==> src/rtl/redmule_z_store_gen_pkg.sv <==
// Shared types and constants for the RedMulE Z store address/strobe generator.
// Also holds the helper that resolves the row count of the current block.
package redmule_z_store_gen_pkg;

  localparam int unsigned Z_DATA_W      = 288;
  localparam int unsigned Z_DATAW       = 256;
  localparam int unsigned Z_BITW        = 16;
  localparam int unsigned Z_ADDR_W      = 32;
  localparam int unsigned Z_ARRAY_WIDTH = 12;
  localparam int unsigned Z_STRB        = Z_DATA_W / 8;
  localparam int unsigned Z_RLFT_W      = $clog2(Z_ARRAY_WIDTH) + 1;
  localparam int unsigned Z_CLFT_W      = $clog2(Z_DATAW / Z_BITW) + 1;

  typedef enum logic [1:0] {
    Z_IDLE = 2'd0,
    Z_RUN  = 2'd1,
    Z_DONE = 2'd2
  } z_store_state_e;

  typedef struct packed {
    logic                start;
    logic                clear;
    logic [Z_ADDR_W-1:0] addr;
    logic [31:0]         d0_stride;
    logic [31:0]         d2_stride;
    logic [15:0]         n_blocks;
    logic [15:0]         col_blocks;
    logic [Z_RLFT_W-1:0] rows_lftovr;
    logic [Z_CLFT_W-1:0] cols_lftovr;
  } z_store_ctrl_t;

  typedef struct packed {
    logic              busy;
    logic              done;
    logic              st_valid;
    logic [Z_STRB-1:0] st_strb;
  } z_store_flgs_t;

  // A zero leftover means the final block is a full ARRAY_WIDTH rows tall.
  function automatic logic [Z_RLFT_W-1:0] rows_in_block(input logic                last_blk,
                                                         input logic [Z_RLFT_W-1:0] rows_lftovr);
    if (last_blk && (rows_lftovr != '0)) return rows_lftovr;
    return Z_RLFT_W'(Z_ARRAY_WIDTH);
  endfunction

endpackage

==> src/rtl/redmule_z_strb_gen.sv <==
// Leftover-to-byte-strobe decoder: full payload strobes, or only the bytes of
// the first lftovr elements when partial is set. MemDw bytes always stay 0.
module redmule_z_strb_gen #(
  parameter int unsigned DATA_W = 288,
  parameter int unsigned DATAW  = 256,
  parameter int unsigned BITW   = 16,
  parameter int unsigned LFT_W  = $clog2(DATAW / BITW) + 1,
  parameter int unsigned STRB   = DATA_W / 8
) (
  input  logic             partial,
  input  logic [LFT_W-1:0] lftovr,
  output logic [STRB-1:0]  strb
);

  logic [31:0] n_bytes;

  always_comb begin
    n_bytes = 32'(lftovr) * (BITW / 8);
    strb    = '0;
    for (int unsigned i = 0; i < DATAW / 8; i++) begin
      strb[i] = !partial || (i < n_bytes);
    end
  end

endmodule

==> src/rtl/redmule_z_store_gen.sv <==
// Z store generator: turns accepted Z rows into strobed TCDM store beats,
// walking rows/blocks with d0/d2 strides and pulsing done after the last store.
module redmule_z_store_gen
  import redmule_z_store_gen_pkg::*;
#(
  parameter int unsigned DATA_W      = Z_DATA_W,
  parameter int unsigned DATAW       = Z_DATAW,
  parameter int unsigned BITW        = Z_BITW,
  parameter int unsigned ADDR_W      = Z_ADDR_W,
  parameter int unsigned ARRAY_WIDTH = Z_ARRAY_WIDTH,
  parameter int unsigned STRB        = DATA_W / 8
) (
  input  logic                               clk_i,
  input  logic                               rst_i,
  input  logic                               clear_i,
  input  logic                               start_i,
  input  logic [ADDR_W-1:0]                  z_addr_i,
  input  logic [31:0]                        z_d0_stride_i,
  input  logic [31:0]                        z_d2_stride_i,
  input  logic [15:0]                        n_blocks_i,
  input  logic [15:0]                        col_blocks_i,
  input  logic [$clog2(ARRAY_WIDTH):0]       rows_lftovr_i,
  input  logic [$clog2(DATAW/BITW):0]        cols_lftovr_i,
  input  logic                               z_valid_i,
  output logic                               z_ready_o,
  input  logic [DATAW-1:0]                   z_data_i,
  output logic                               st_valid_o,
  input  logic                               st_ready_i,
  output logic [ADDR_W-1:0]                  st_addr_o,
  output logic [DATA_W-1:0]                  st_data_o,
  output logic [STRB-1:0]                    st_strb_o,
  output logic                               busy_o,
  output logic                               done_o
);

  localparam int unsigned MEM_DW = DATA_W - DATAW;

  z_store_ctrl_t  ctrl;
  z_store_flgs_t  flgs;
  z_store_state_e state_q, state_d;

  logic [31:0]         d0_q, d2_q;
  logic [15:0]         nblk_q, colb_q;
  logic [Z_RLFT_W-1:0] rlft_q;
  logic [Z_CLFT_W-1:0] clft_q;

  logic [ADDR_W-1:0]   blk_base_q, cur_addr_q, st_addr_q;
  logic [Z_RLFT_W-1:0] r_q;
  logic [15:0]         b_q, c_q;
  logic                all_rows_q;
  logic                st_valid_q;
  logic [DATAW-1:0]    st_payload_q;
  logic [STRB-1:0]     st_strb_q;

  logic [Z_RLFT_W-1:0] rows_in_blk;
  logic [STRB-1:0]     row_strb;
  logic                last_blk, last_col, last_row;
  logic                z_ready, accept, out_fire, final_fire;

  assign ctrl = '{
    start:       start_i,
    clear:       clear_i,
    addr:        z_addr_i,
    d0_stride:   z_d0_stride_i,
    d2_stride:   z_d2_stride_i,
    n_blocks:    n_blocks_i,
    col_blocks:  col_blocks_i,
    rows_lftovr: rows_lftovr_i,
    cols_lftovr: cols_lftovr_i
  };

  assign last_blk    = (b_q == nblk_q - 16'd1);
  assign last_col    = (c_q == colb_q - 16'd1);
  assign rows_in_blk = rows_in_block(last_blk, rlft_q);
  assign last_row    = (r_q == rows_in_blk - Z_RLFT_W'(1));

  // Input side stalls once every row of the job has been taken.
  assign z_ready    = (state_q == Z_RUN) && !all_rows_q && (!st_valid_q || st_ready_i);
  assign accept     = z_valid_i && z_ready;
  assign out_fire   = st_valid_q && st_ready_i;
  assign final_fire = (state_q == Z_RUN) && all_rows_q && out_fire;

  redmule_z_strb_gen #(
    .DATA_W (DATA_W),
    .DATAW  (DATAW),
    .BITW   (BITW),
    .LFT_W  (Z_CLFT_W),
    .STRB   (STRB)
  ) i_strb_gen (
    .partial (last_col && (clft_q != '0)),
    .lftovr  (clft_q),
    .strb    (row_strb)
  );

  always_ff @(posedge clk_i or posedge rst_i) begin
    if (rst_i) state_q <= Z_IDLE;
    else       state_q <= state_d;
  end

  always_comb begin
    state_d = state_q;
    case (state_q)
      Z_IDLE:  if (ctrl.start) state_d = Z_RUN;
      Z_RUN:   if (final_fire) state_d = Z_DONE;
      Z_DONE:  state_d = Z_IDLE;
      default: state_d = Z_IDLE;
    endcase
    if (ctrl.clear) state_d = Z_IDLE;
  end

  always_ff @(posedge clk_i or posedge rst_i) begin
    if (rst_i) begin
      d0_q         <= '0;
      d2_q         <= '0;
      nblk_q       <= '0;
      colb_q       <= '0;
      rlft_q       <= '0;
      clft_q       <= '0;
      blk_base_q   <= '0;
      cur_addr_q   <= '0;
      r_q          <= '0;
      b_q          <= '0;
      c_q          <= '0;
      all_rows_q   <= 1'b0;
      st_valid_q   <= 1'b0;
      st_addr_q    <= '0;
      st_payload_q <= '0;
      st_strb_q    <= '0;
    end else if (ctrl.clear) begin
      d0_q         <= '0;
      d2_q         <= '0;
      nblk_q       <= '0;
      colb_q       <= '0;
      rlft_q       <= '0;
      clft_q       <= '0;
      blk_base_q   <= '0;
      cur_addr_q   <= '0;
      r_q          <= '0;
      b_q          <= '0;
      c_q          <= '0;
      all_rows_q   <= 1'b0;
      st_valid_q   <= 1'b0;
      st_addr_q    <= '0;
      st_payload_q <= '0;
      st_strb_q    <= '0;
    end else begin
      if ((state_q == Z_IDLE) && ctrl.start) begin
        d0_q       <= ctrl.d0_stride;
        d2_q       <= ctrl.d2_stride;
        nblk_q     <= ctrl.n_blocks;
        colb_q     <= ctrl.col_blocks;
        rlft_q     <= ctrl.rows_lftovr;
        clft_q     <= ctrl.cols_lftovr;
        blk_base_q <= ctrl.addr;
        cur_addr_q <= ctrl.addr;
        r_q        <= '0;
        b_q        <= '0;
        c_q        <= '0;
        all_rows_q <= 1'b0;
      end
      if (accept) begin
        st_valid_q   <= 1'b1;
        st_addr_q    <= cur_addr_q;
        st_payload_q <= z_data_i;
        st_strb_q    <= row_strb;
        if (!last_row) begin
          r_q        <= r_q + Z_RLFT_W'(1);
          cur_addr_q <= cur_addr_q + ADDR_W'(d0_q);
        end else begin
          r_q        <= '0;
          b_q        <= b_q + 16'd1;
          c_q        <= last_col ? '0 : c_q + 16'd1;
          blk_base_q <= blk_base_q + ADDR_W'(d2_q);
          cur_addr_q <= blk_base_q + ADDR_W'(d2_q);
          if (last_blk) all_rows_q <= 1'b1;
        end
      end else if (st_ready_i) begin
        st_valid_q <= 1'b0;
      end
    end
  end

  assign flgs = '{
    busy:     (state_q == Z_RUN),
    done:     (state_q == Z_DONE),
    st_valid: st_valid_q,
    st_strb:  st_strb_q
  };

  assign z_ready_o  = z_ready;
  assign st_valid_o = flgs.st_valid;
  assign st_addr_o  = st_addr_q;
  assign st_data_o  = {{MEM_DW{1'b0}}, st_payload_q};
  assign st_strb_o  = flgs.st_strb;
  assign busy_o     = flgs.busy;
  assign done_o     = flgs.done;

endmodule

==> config.mk <==
export PLATFORM = sky130hd
export DESIGN_NAME = redmule_z_store_gen
export DESIGN_NICKNAME = d
export VERILOG_FILES = /design/src/rtl/redmule_z_store_gen_pkg.sv /design/src/rtl/redmule_z_strb_gen.sv /design/src/rtl/redmule_z_store_gen.sv
export SDC_FILE = /design/constraint.sdc
export NUM_CORES = 1
export LEC_CHECK = 0
export ABC_AREA = 0
export CORE_AREA = 3 3 298 300
export DETAILED_ROUTE_END_ITERATION = 8
export DIE_AREA = 0 0 301 303
export GPL_ROUTABILITY_DRIVEN = 0
export SYNTH_ARGS = -nofsm -noshare
export SYNTH_HDL_FRONTEND = slang
export SYNTH_SLANG_ARGS = --single-unit
==> constraint.sdc <==
create_clock -name clk_i -period 26.9 [get_ports clk_i]
set_input_delay 8.07 -clock clk_i [delete_from_list [all_inputs] [get_ports clk_i]]
set_output_delay 8.07 -clock clk_i [all_outputs]
set_load 0.005 [all_outputs]
# Yosys cells after proc, flatten, opt, wreduce, memory -nomap -nowiden

Index checks and enable logic that the tools add are counted.

Register bits: 535
Input bits: 400
Output and inout port bits: 360

Reductions and logical operators: 53
Equality and inequality tests: 7
Mux-type cells: 54
$add $sub $neg: 8
$lt $le $gt $ge: 32

Operators with widths:

| operator                                                             | count |
|---|---|
| 256-bit two-way mux                                                  | 2 |
| 32-bit two-way mux                                                   | 14 |
| 16-bit two-way mux                                                   | 13 |
| 5-bit by 6-bit < comparator with 1-bit output, first input constant  | 16 |
| 36-bit two-way mux                                                   | 2 |
| 32-bit adder                                                         | 2 |
| 5-bit two-way mux                                                    | 10 |
| 4-bit by 6-bit < comparator with 1-bit output, first input constant  | 8 |
| 1-bit logical OR                                                     | 33 |
| 16-bit by 1-bit adder with 16-bit output, second input constant      | 2 |
| 16-bit equality test                                                 | 2 |
| 16-bit by 1-bit subtractor with 16-bit output, second input constant | 2 |
| 3-bit by 6-bit < comparator with 1-bit output, first input constant  | 4 |
| 1-bit by 6-bit < comparator with 1-bit output, first input constant  | 2 |
| 2-bit by 6-bit < comparator with 1-bit output, first input constant  | 2 |
| 5-bit nonzero test                                                   | 2 |
| 1-bit logical AND                                                    | 9 |
| 1-bit two-way mux                                                    | 9 |
| 2-bit two-way mux                                                    | 3 |
| 3-bit nonzero test                                                   | 2 |
| 5-bit by 1-bit adder with 5-bit output, second input constant        | 1 |
| 5-bit equality test                                                  | 1 |
| 5-bit by 1-bit subtractor with 5-bit output, second input constant   | 1 |
| 2-bit one-hot mux with 2 select lines                                | 1 |
| 8 further kinds                                                      | 11 |

# Longest topological paths before layout

Gate-level depths: netlist of run 1.

Depth after elaboration: 10
Gate-level depth with buffers: 19

# Hierarchy

From an unflattened synthesis of run 1, not the netlist that was laid out.

Cells, all modules: 3,209
Area total of the unflattened synthesis: 27,316.2 µm²

By module, submodules not included:

| module              | instances | seq. area each (µm²) | cells each | area each (µm²) |
|---|---|---|---|---|
| redmule_z_store_gen | 1         | 13,387.8             | 3,158      | 27,004.6 |
| redmule_z_strb_gen  | 1         | 0.0                  | 51         | 311.5 |

# Worst setup path before layout of run 1

No wires, ideal clock.

Path type: input-to-output
Start: in st_ready_i
End: out z_ready_o
Setup slack: 10.483 ns
Path buffers: 0
Required time: 18.830 ns
Stages on the path: 2
Data arrival time: 8.347 ns
Path through: nor2b_1 > nor3_1

Word-level cells in the longest chain between the ends: 2

RTL lines:

| item               | RTL line                  | text |
|---|---|---|
| start: declaration | redmule_z_store_gen.sv:28 | `input logic st_ready_i,` |
| 1-bit logical OR   | redmule_z_store_gen.sv:78 | `assign z_ready = (state_q == Z_RUN) && !all_rows_q && (!st_valid_q \|\| st_ready_i);` |
| 1-bit logical AND  | redmule_z_store_gen.sv:78 |  |
| end: declaration   | redmule_z_store_gen.sv:25 | `output logic z_ready_o,` |

Every way passes these cells.

# Worst setup path after layout of run 1

Same ends and word-level chain as after synthesis.

==> results of run 1 <==
power groups by stage:
stage	Clock [mW]	Sequential (mW)	Combinational (mW)
5_1_grt	0.939	0.839	0.337
3_3_place_gp	0	0.848	0.307
6_report	0.882	0.835	0.307
2_1_floorplan	0	0.843	0.158
3_5_place_dp	0	0.849	0.308
4_1_cts	0.908	0.835	0.310
registers in the layout (all words and copies together), names as in the netlist, 2 cells and up:
register and flops:
b_q 16, blk_base_q 32, c_q 16, clft_q 5, colb_q 16, cur_addr_q 32, d0_q 32, d2_q 32
nblk_q 16, r_q 5, rlft_q 5, st_addr_o 32, st_payload_q 256, st_strb_o 16, state_q 2
synth_stat cells, drive strengths merged, types with 31 or more instances:
cell / count
and3: 38
nand2: 923
inv: 31
clkbuf: 160
nor3: 35
nand3: 49
a21oi: 516
a211oi: 32
xnor2: 56
dfrtp: 515
ha: 68
buf: 85
o21ai: 44
xor2: 43
nor2: 103
final cells by class:
| type | instances | area (um^2) |
|---|---|---|
| Antenna cell | 10 | 25.0 |
| Clock buffer | 95 | 1890 |
| Clock inverter | 19 | 234 |
| Fill cell | 8695 | 50100 |
| Inverter | 31 | 124 |
| Multi-Input combinational cell | 2306 | 12300 |
| Sequential cell | 515 | 12900 |
| Tap cell | 1155 | 1450 |
| Timing Repair Buffer | 747 | 7480 |
layer usage:
layer  share of wire (%)  track usage [%]  vias up
met5                0.18                0        -
met4                 3.2             6.76       26
met3                 8.4             7.21      172
met2                  45             33.2      797
met1                  43             28.0    11700
li1                    -                -    11600
cell usage in the layout (no fill, tap or decap), types with 10 or more instances in the layout:
| cell | n |
|---|---|
| sky130_fd_sc_hd__a311oi_1 | 19 |
| sky130_fd_sc_hd__o21ai_0 | 44 |
| sky130_fd_sc_hd__o211ai_1 | 18 |
| sky130_fd_sc_hd__xnor2_1 | 56 |
| sky130_fd_sc_hd__clkbuf_1 | 17 |
| sky130_fd_sc_hd__a211oi_1 | 31 |
| sky130_fd_sc_hd__diode_2 | 10 |
| sky130_fd_sc_hd__and2_1 | 12 |
| sky130_fd_sc_hd__or2_2 | 10 |
| sky130_fd_sc_hd__nor2_1 | 102 |
| sky130_fd_sc_hd__nor3_1 | 35 |
| sky130_fd_sc_hd__dfrtp_1 | 515 |
| sky130_fd_sc_hd__a31o_2 | 13 |
| sky130_fd_sc_hd__o22ai_1 | 15 |
| sky130_fd_sc_hd__clkbuf_16 | 67 |
| sky130_fd_sc_hd__nand2b_1 | 19 |
| sky130_fd_sc_hd__nand4_1 | 15 |
| sky130_fd_sc_hd__nor4_1 | 11 |
| sky130_fd_sc_hd__nand3_1 | 48 |
| sky130_fd_sc_hd__buf_4 | 19 |
| sky130_fd_sc_hd__ha_1 | 68 |
| sky130_fd_sc_hd__nor2b_1 | 27 |
| sky130_fd_sc_hd__and3_1 | 38 |
| sky130_fd_sc_hd__clkdlybuf4s50_1 | 722 |
| sky130_fd_sc_hd__xor2_1 | 43 |
| sky130_fd_sc_hd__or3_1 | 11 |
| sky130_fd_sc_hd__a21oi_1 | 516 |
| sky130_fd_sc_hd__conb_1 | 36 |
| sky130_fd_sc_hd__a21o_1 | 24 |
| sky130_fd_sc_hd__mux2i_1 | 28 |
| sky130_fd_sc_hd__inv_1 | 30 |
| sky130_fd_sc_hd__clkbuf_8 | 11 |
| sky130_fd_sc_hd__nand2_1 | 921 |
path summary, 6_finish.rpt:
kind | from | to | slack, ps
setup / recovery | st_ready_i | z_ready_o | 9210
hold / removal | state_q[1] | state_q[0] | 520
setup reg to reg | nblk_q[0] | b_q[9] | 21710
hold reg to reg | state_q[1] | state_q[0] | 520
max in group asynchronous | rst_i | st_addr_o[12] | 16690
min in group asynchronous | rst_i | st_payload_q[198] | 8000
logic make-up after synthesis:
family                     after synthesis  synth area share (%)
AOI/OAI and AO/OA                      777                  17.3
muxes                                   31                  1.19
buffers and inverters                  276                  4.92
other                                    1                0.0142
xor gates and xnor gates                99                  3.29
DFF                                    515                  48.9
adders and majority gates               70                  3.38
and+or+nand+nor                       1293                  21.0
metrics by stage:
| step | power, mW | instance area, um^2 | setup WS, ps | hold slack [ps] | utilization (%) |
|---|---|---|---|---|---|
| after CTS | 2.05 | 36400 | 9200 | 513 | 42.1 |
| final | 2.02 | 36400 | 9210 | 515 | 42.1 |
| after global placement | 1.15 | 34300 | 9200 | 490 | 39.6 |
| after global routing | 2.11 | 36400 | 9130 | 535 | 42.1 |
| after floorplan | 1.00 | 26500 | 4450 | 437 | - |
| after detailed placement | 1.16 | 34300 | 9210 | 501 | 39.6 |
critical path: stages:
cell                              delay [ps]
sky130_fd_sc_hd__clkdlybuf4s50_1         480
sky130_fd_sc_hd__nor2b_1                  60
sky130_fd_sc_hd__nor3_1                  410
sky130_fd_sc_hd__clkdlybuf4s50_1         600
==> results.txt, run 1 <==
In this run, the combinational gates consume 15.2% of the power. The clock network accounts for 43.6% of the total power. For this design the ratio of total power to cell area is 55.6 mW/mm^2. The run gives 0 as the count of hold buffers inserted by post-cts repair. The tree is rooted in a sky130_fd_sc_hd__clkbuf_16. Number of nets with antenna violations after detailed routing: 0.

The synthesized netlist contains 77 unique library cells. The detailed router finished its first iteration with 1908 violations. The maximum operating frequency came out at 56.5 MHz. The final count of pins violating max slew came out at 0.

The post-layout minimum cycle time works out to 17690 ps. The logs give 0.557 mW for the switching component of the power and 0 for the post-cts repair resize count. The floorplan step defined a die boundary enclosing 0.0912 mm^2.

The clock-pin slew reported for the worst setup and hold paths after clock tree synthesis is 60 ps. For this design the top-level I/O count stands at 760. Measured against its own limit, the worst slew margin works out to 18.7%. After floorplanning, the core was divided into 108 placement rows.

The cell type with the highest aggregate area in the netlist was sky130_fd_sc_hd__dfrtp_1. Average routed wire per standard cell: 21.0 um. In this run the horizontal extent of the chip is 301 um.

By area the synthesized netlist is led by sky130_fd_sc_hd__dfrtp_1 49%, sky130_fd_sc_hd__nand2_1 13%, sky130_fd_sc_hd__a21oi_1 9.8%, sky130_fd_sc_hd__ha_1 3.2%, sky130_fd_sc_hd__clkbuf_1 2.3%. Counting flops and latches in the post-synthesis netlist gives 515. The HPWL after detailed placement is 73300 um. Hold violation count in the final report: 0. For the total global routing track utilization, the log shows 21.4%. Placed instance count: 4754.

Setup repair after global routing left no endpoint under its margin. The endpoint type of the worst setup path is a primary output. The finished layout holds 4878 standard cells, fillers aside. TritonCTS built the clock tree.

Measured in cells, the most critical reg-to-reg path has a length of 16. Max-cap violations in this run came to 0. The clock tree buffer depth is 3, and the mean instance size in the synthesized netlist is 8.61 um^2.

The cell depth of the worst min-delay path works out to 1. In the final design database the tool counted 4138 nets. The run finished with clean final reports.

The H-tree level count is 3. The synthesized netlist occupies a cell area of 0.0264 mm^2. The startpoint class of the critical path is an input pin.

Before antenna repair, the detailed router went through 5 iterations. The Yosys step of the flow raised 0 warnings. For the worst clock skew, the log shows 21.8 ps. Counting flops with an async set or reset pin after synthesis yields a share of 100%. Buffers placed on the I/O ports in this run total 723. The via count of the first global-routing pass was 23300. Across all layers, the routed design uses 24300 vias. In the synthesized netlist, the number of instances is 3062. Dividing the final minimum period by the clock period gives 65.8%. The total overflow left after global routing is 0.

In this run, flip-flops and latches consume 41.2% of the power. At the worst endpoint, the arrival time is 9620 ps. The post-CTS setup-driven buffer insertion count came out at 0.

Number of flops mapped to enable cells by yosys: 0. The internal portion of total power is 1.47 mW. Of the cells placed in the final design, the portion with a size suffix greater than 1 is 4.55%. The switching part of the total is 27.5%. The synthesized design devotes to its leading area cell type 48.9% of total area. The final sum of negative setup slack came out at 0 ps. The clock net in this run drives a total of 515 sinks.

In the routed layout, each cell is associated on average with a via count of 4.99. For this run, design rule violations remaining after detail routing come to 0. For the worst-skew pair, the clock arrives at the later sink with an insertion delay of 610 ps. In this run the vertical extent of the chip is 303 um. The first global-routing pass estimated 149000 um of wire. The final layout contains routed wiring with a total length of 102000 um. The number of antenna violations at the first check in global routing is 24, and the transition time at the pin with the least slew margin is 1220 ps.

Relative to the synthesized area, the layout overhead comes to 38.2%. For this run, the leading register cell type out of synthesis is sky130_fd_sc_hd__dfrtp_1. Summing the sequential cell areas from Yosys gives 48.9% of the chip area. The required time at the endpoint of the critical path is 18830 ps.

The core footprint is 0.0865 mm^2. The path class of the tightest hold or removal check is reg2reg. In this run the worst path has a maximum fanout of 3. The path type of the worst setup path was in2out. The maximum number of pins on one net before global-route repair came out at 207. The analysis attributes to cell leakage a power of 15.6 nW. IR analysis of the VDD net gives a maximum drop of 0.0000471 V. The number of clock buffers added by TritonCTS is 67.

For this configuration, the core starts out at a cell density of 30.5%. Setup violations remaining at the end of the flow were counted as 0.
(Power assumes the default switching activity.)
==> run 2, diff against run 1 <==
--- a/config.mk
+++ b/config.mk
@@ -6,9 +6,9 @@
 export NUM_CORES = 1
 export LEC_CHECK = 0
 export ABC_AREA = 0
-export CORE_AREA = 3 3 298 300
+export CORE_AREA = 3 3 297 299
 export DETAILED_ROUTE_END_ITERATION = 8
-export DIE_AREA = 0 0 301 303
+export DIE_AREA = 0 0 300 302
 export GPL_ROUTABILITY_DRIVEN = 0
 export SYNTH_ARGS = -nofsm -noshare
 export SYNTH_HDL_FRONTEND = slang
==> constraint.sdc (replaced) <==
create_clock -name clk_i -period 14.2 [get_ports clk_i]
set_input_delay 4.26 -clock clk_i [delete_from_list [all_inputs] [get_ports clk_i]]
set_output_delay 4.26 -clock clk_i [all_outputs]
set_load 0.005 [all_outputs]
==> run 2 against run 1 <==
Global-route usage up 0.75 points. Critical path type unchanged. Highest routed layer unchanged. Register-to-register slack worse by 13000 ps. Worst hold slack worse by 14 ps. Clock power increased by 96%. Cell count about the same. Largest power group unchanged. First-iteration DRC count up 3.0%.
==> results.txt, run 2 (synthesis results as in run 1) <==
Final clock period utilization by the worst path: 70.8%. The clock-pin slew reported for the worst setup and hold paths after clock tree synthesis is 50 ps (about the same), and the transition time at the pin with the least slew margin is 1130 ps (-91.9 ps). The tools report the DRC marker count from the first detailed-route iteration as 1966 (+3.0%). For the number of nets in the layout, the log shows 4137 (-0.024%).

In the layout the commonest cells are 921 x sky130_fd_sc_hd__nand2_1, 722 x sky130_fd_sc_hd__clkdlybuf4s50_1, 516 x sky130_fd_sc_hd__a21oi_1. The number of I/O port buffers is 723 (unchanged). The post-CTS setup-driven buffer insertion count is 0 (unchanged), and the die height is 302 um (-0.33%).

The run finished with clean final reports. The tools report the area used by multi-input combinational logic as 0.0123 mm^2 (unchanged). The logs give 39 (+63%) for the number of antenna violations at the first check in global routing and 5790 ps (-3830 ps) for the data arrival time of the critical path. The clock tree buffer depth came out at 3 (unchanged). Half-perimeter wire length of the detailed placement result: 75600 um (+3.1%).

The run gives 0 (unchanged) as the number of nets with antenna violations after detailed routing. The via density per instance is 5.00 (+0.25%), and the largest stage delay on the critical path is 600 ps (about the same). Compared with the post-synthesis result, the final layout area differs by 38.5%. Register cell area after layout: 0.0129 mm^2 (unchanged). The final core utilization came out at 42.8% (+0.63 points). The final wirelength was 104000 um (+1.6%); the DRC violations left was 0 (unchanged). For the die area, the log shows 0.0906 mm^2 (-0.66%). In this run the clock root is driven by a sky130_fd_sc_hd__clkbuf_16. Endpoint type of the worst setup path: a primary output.

Via count of the first global-routing pass: 23700 (+1.7%). Derived from the worst setup path, the maximum achievable clock frequency is 99.5 MHz. The power per cell area works out to 107 mW/mm^2 (+92%). The cell occurring most often along the worst timing path is sky130_fd_sc_hd__clkdlybuf4s50_1. The run gives 760 (unchanged) as the total I/O pin count.

For the core footprint, the log shows 0.0854 mm^2 (-1.2%). Walking the worst path, the cells encountered are clkdlybuf4s50_1 -> nor2b_1 -> nor3_1 -> clkdlybuf4s50_1. TritonCTS built the clock tree.

Setup repair after global routing left no endpoint under its margin. The slowest stage of the critical path belongs to the cell sky130_fd_sc_hd__clkdlybuf4s50_1. The run gives 0 ps (unchanged) as the final sum of negative setup slack.

Length of the first detailed-routing pass in iterations: 5 (unchanged). Remaining global-route overflow: 0 (unchanged). STA classifies the critical path startpoint as an input pin. The fill cell total of the finished layout is 8617 (-0.90%).

The wire length of the first global-routing pass came out at 154000 um (+3.5%). The tightest min-delay check is of the reg2reg type. The number of buffers created by CTS came out at 67 (unchanged). The average routed wire per standard cell works out to 21.3 um (+1.6%). The number of flip-flops under the largest register name is 256 (unchanged). The final count of negative-setup-slack endpoints came out at 0 (unchanged).

By startpoint and endpoint, the worst setup path is classified as in2out. The library cell used most frequently in the layout, excluding fill and tap cells, is sky130_fd_sc_hd__nand2_1. The post-cts repair resize count was 0 (unchanged). Top register by number of flip-flops: st_payload_q. Hold violation count in the final report: 0 (unchanged).

For the effective utilization at floorplan, the log shows 30.9% (+0.38 points). The worst clock skew was 36.4 ps (+14.6 ps); the total global routing track utilization was 22.1% (+0.75 points). The logs give 24400 (+0.31%) for the via count of the routed design and 600 ps (about the same) for the later-pin clock latency in the skew report. The width of the chip is 300 um (-0.33%). The maximum fanout encountered on the critical timing path was 3 (unchanged); the reported max-cap violation count was 0 (unchanged). The run gives 0 (unchanged) as the count of hold buffers inserted by post-cts repair. The proportion of layout cells with a drive suffix above 1 was 4.76% (+0.21 points); the static leakage was 15.7 nW (+0.26%). The maximum number of pins on one net before global-route repair came out at 177 (-14%).

The worst IR drop on VDD was 0.0000998 V (+110%); the final count of pins violating max slew was 0 (unchanged). The tools report the H-tree level count as 3 (unchanged). The count of clock tree sinks came out at 515 (unchanged).

The logs give 9940 ps (-8890 ps) for the required time at the endpoint of the critical path and 107 (-0.93%) for the count of standard-cell rows. Remaining max-slew budget at the tightest pin: 24.8% (+6.1 points). The routed design could run at a clock period as short as 10050 ps.
[run 2: layer usage]
layer | vias up | global-route usage, % | routed length [um]
li1 | 11600 | - | -
met1 | 11800 | 29.0 | 44400
met2 | 793 | 34.3 | 46800
met3 | 167 | 8.34 | 9780
met4 | 36 | 5.72 | 2670
met5 | - | 0 | 259
[run 2: worst paths after layout]
path                       depth (start not counted)        endpoint        from  slack (ps)
setup reg to reg                                  13  cur_addr_q[27]   nblk_q[2]        8330
hold reg to reg                                    1      state_q[0]  state_q[1]         500
setup / recovery                                   4       z_ready_o  st_ready_i        4150
min in group asynchronous                          3   st_strb_o[29]       rst_i        4200
max in group asynchronous                          5  blk_base_q[26]       rst_i        7870
hold / removal                                     1      state_q[0]  state_q[1]         500
[run 2: final cells by class]
class	instances	area share [%]
Sequential cell	515	35.3
Multi-Input combinational cell	2306	33.8
Timing Repair Buffer	746	20.4
Clock buffer	93	5.25
Tap cell	1144	3.92
Clock inverter	27	0.863
Inverter	31	0.329
Antenna cell	19	0.130
[run 2: critical path: cells and delay by family]
kind                   cells  cell delay (ps)
and+or+nand+nor            2              450
buffers and inverters      2             1080
[run 2: where the power goes]
part / total [mW] / internal [mW] / switching (mW)
Combinational: 0.582 / 0.276 / 0.306
Clock: 1.73 / 1.04 / 0.688
Sequential: 1.58 / 1.53 / 0.0517
Total: 3.89 / 2.85 / 1.05
[run 2: per-stage QoR]
step | hold WS, ps | cells | power (mW) | cell area, um^2 | worst slack, ps
final | 501 | 4881 | 3.89 | 36500 | 4150
after global routing | 531 | 4863 | 4.07 | 36500 | 4090
after CTS | 499 | 4862 | 3.94 | 36500 | 4160
after detailed placement | 484 | 4742 | 2.19 | 34200 | 4170
after global placement | 487 | 4742 | 2.19 | 34200 | 4160
after floorplan | 437 | 3097 | 1.90 | 26500 | 2950
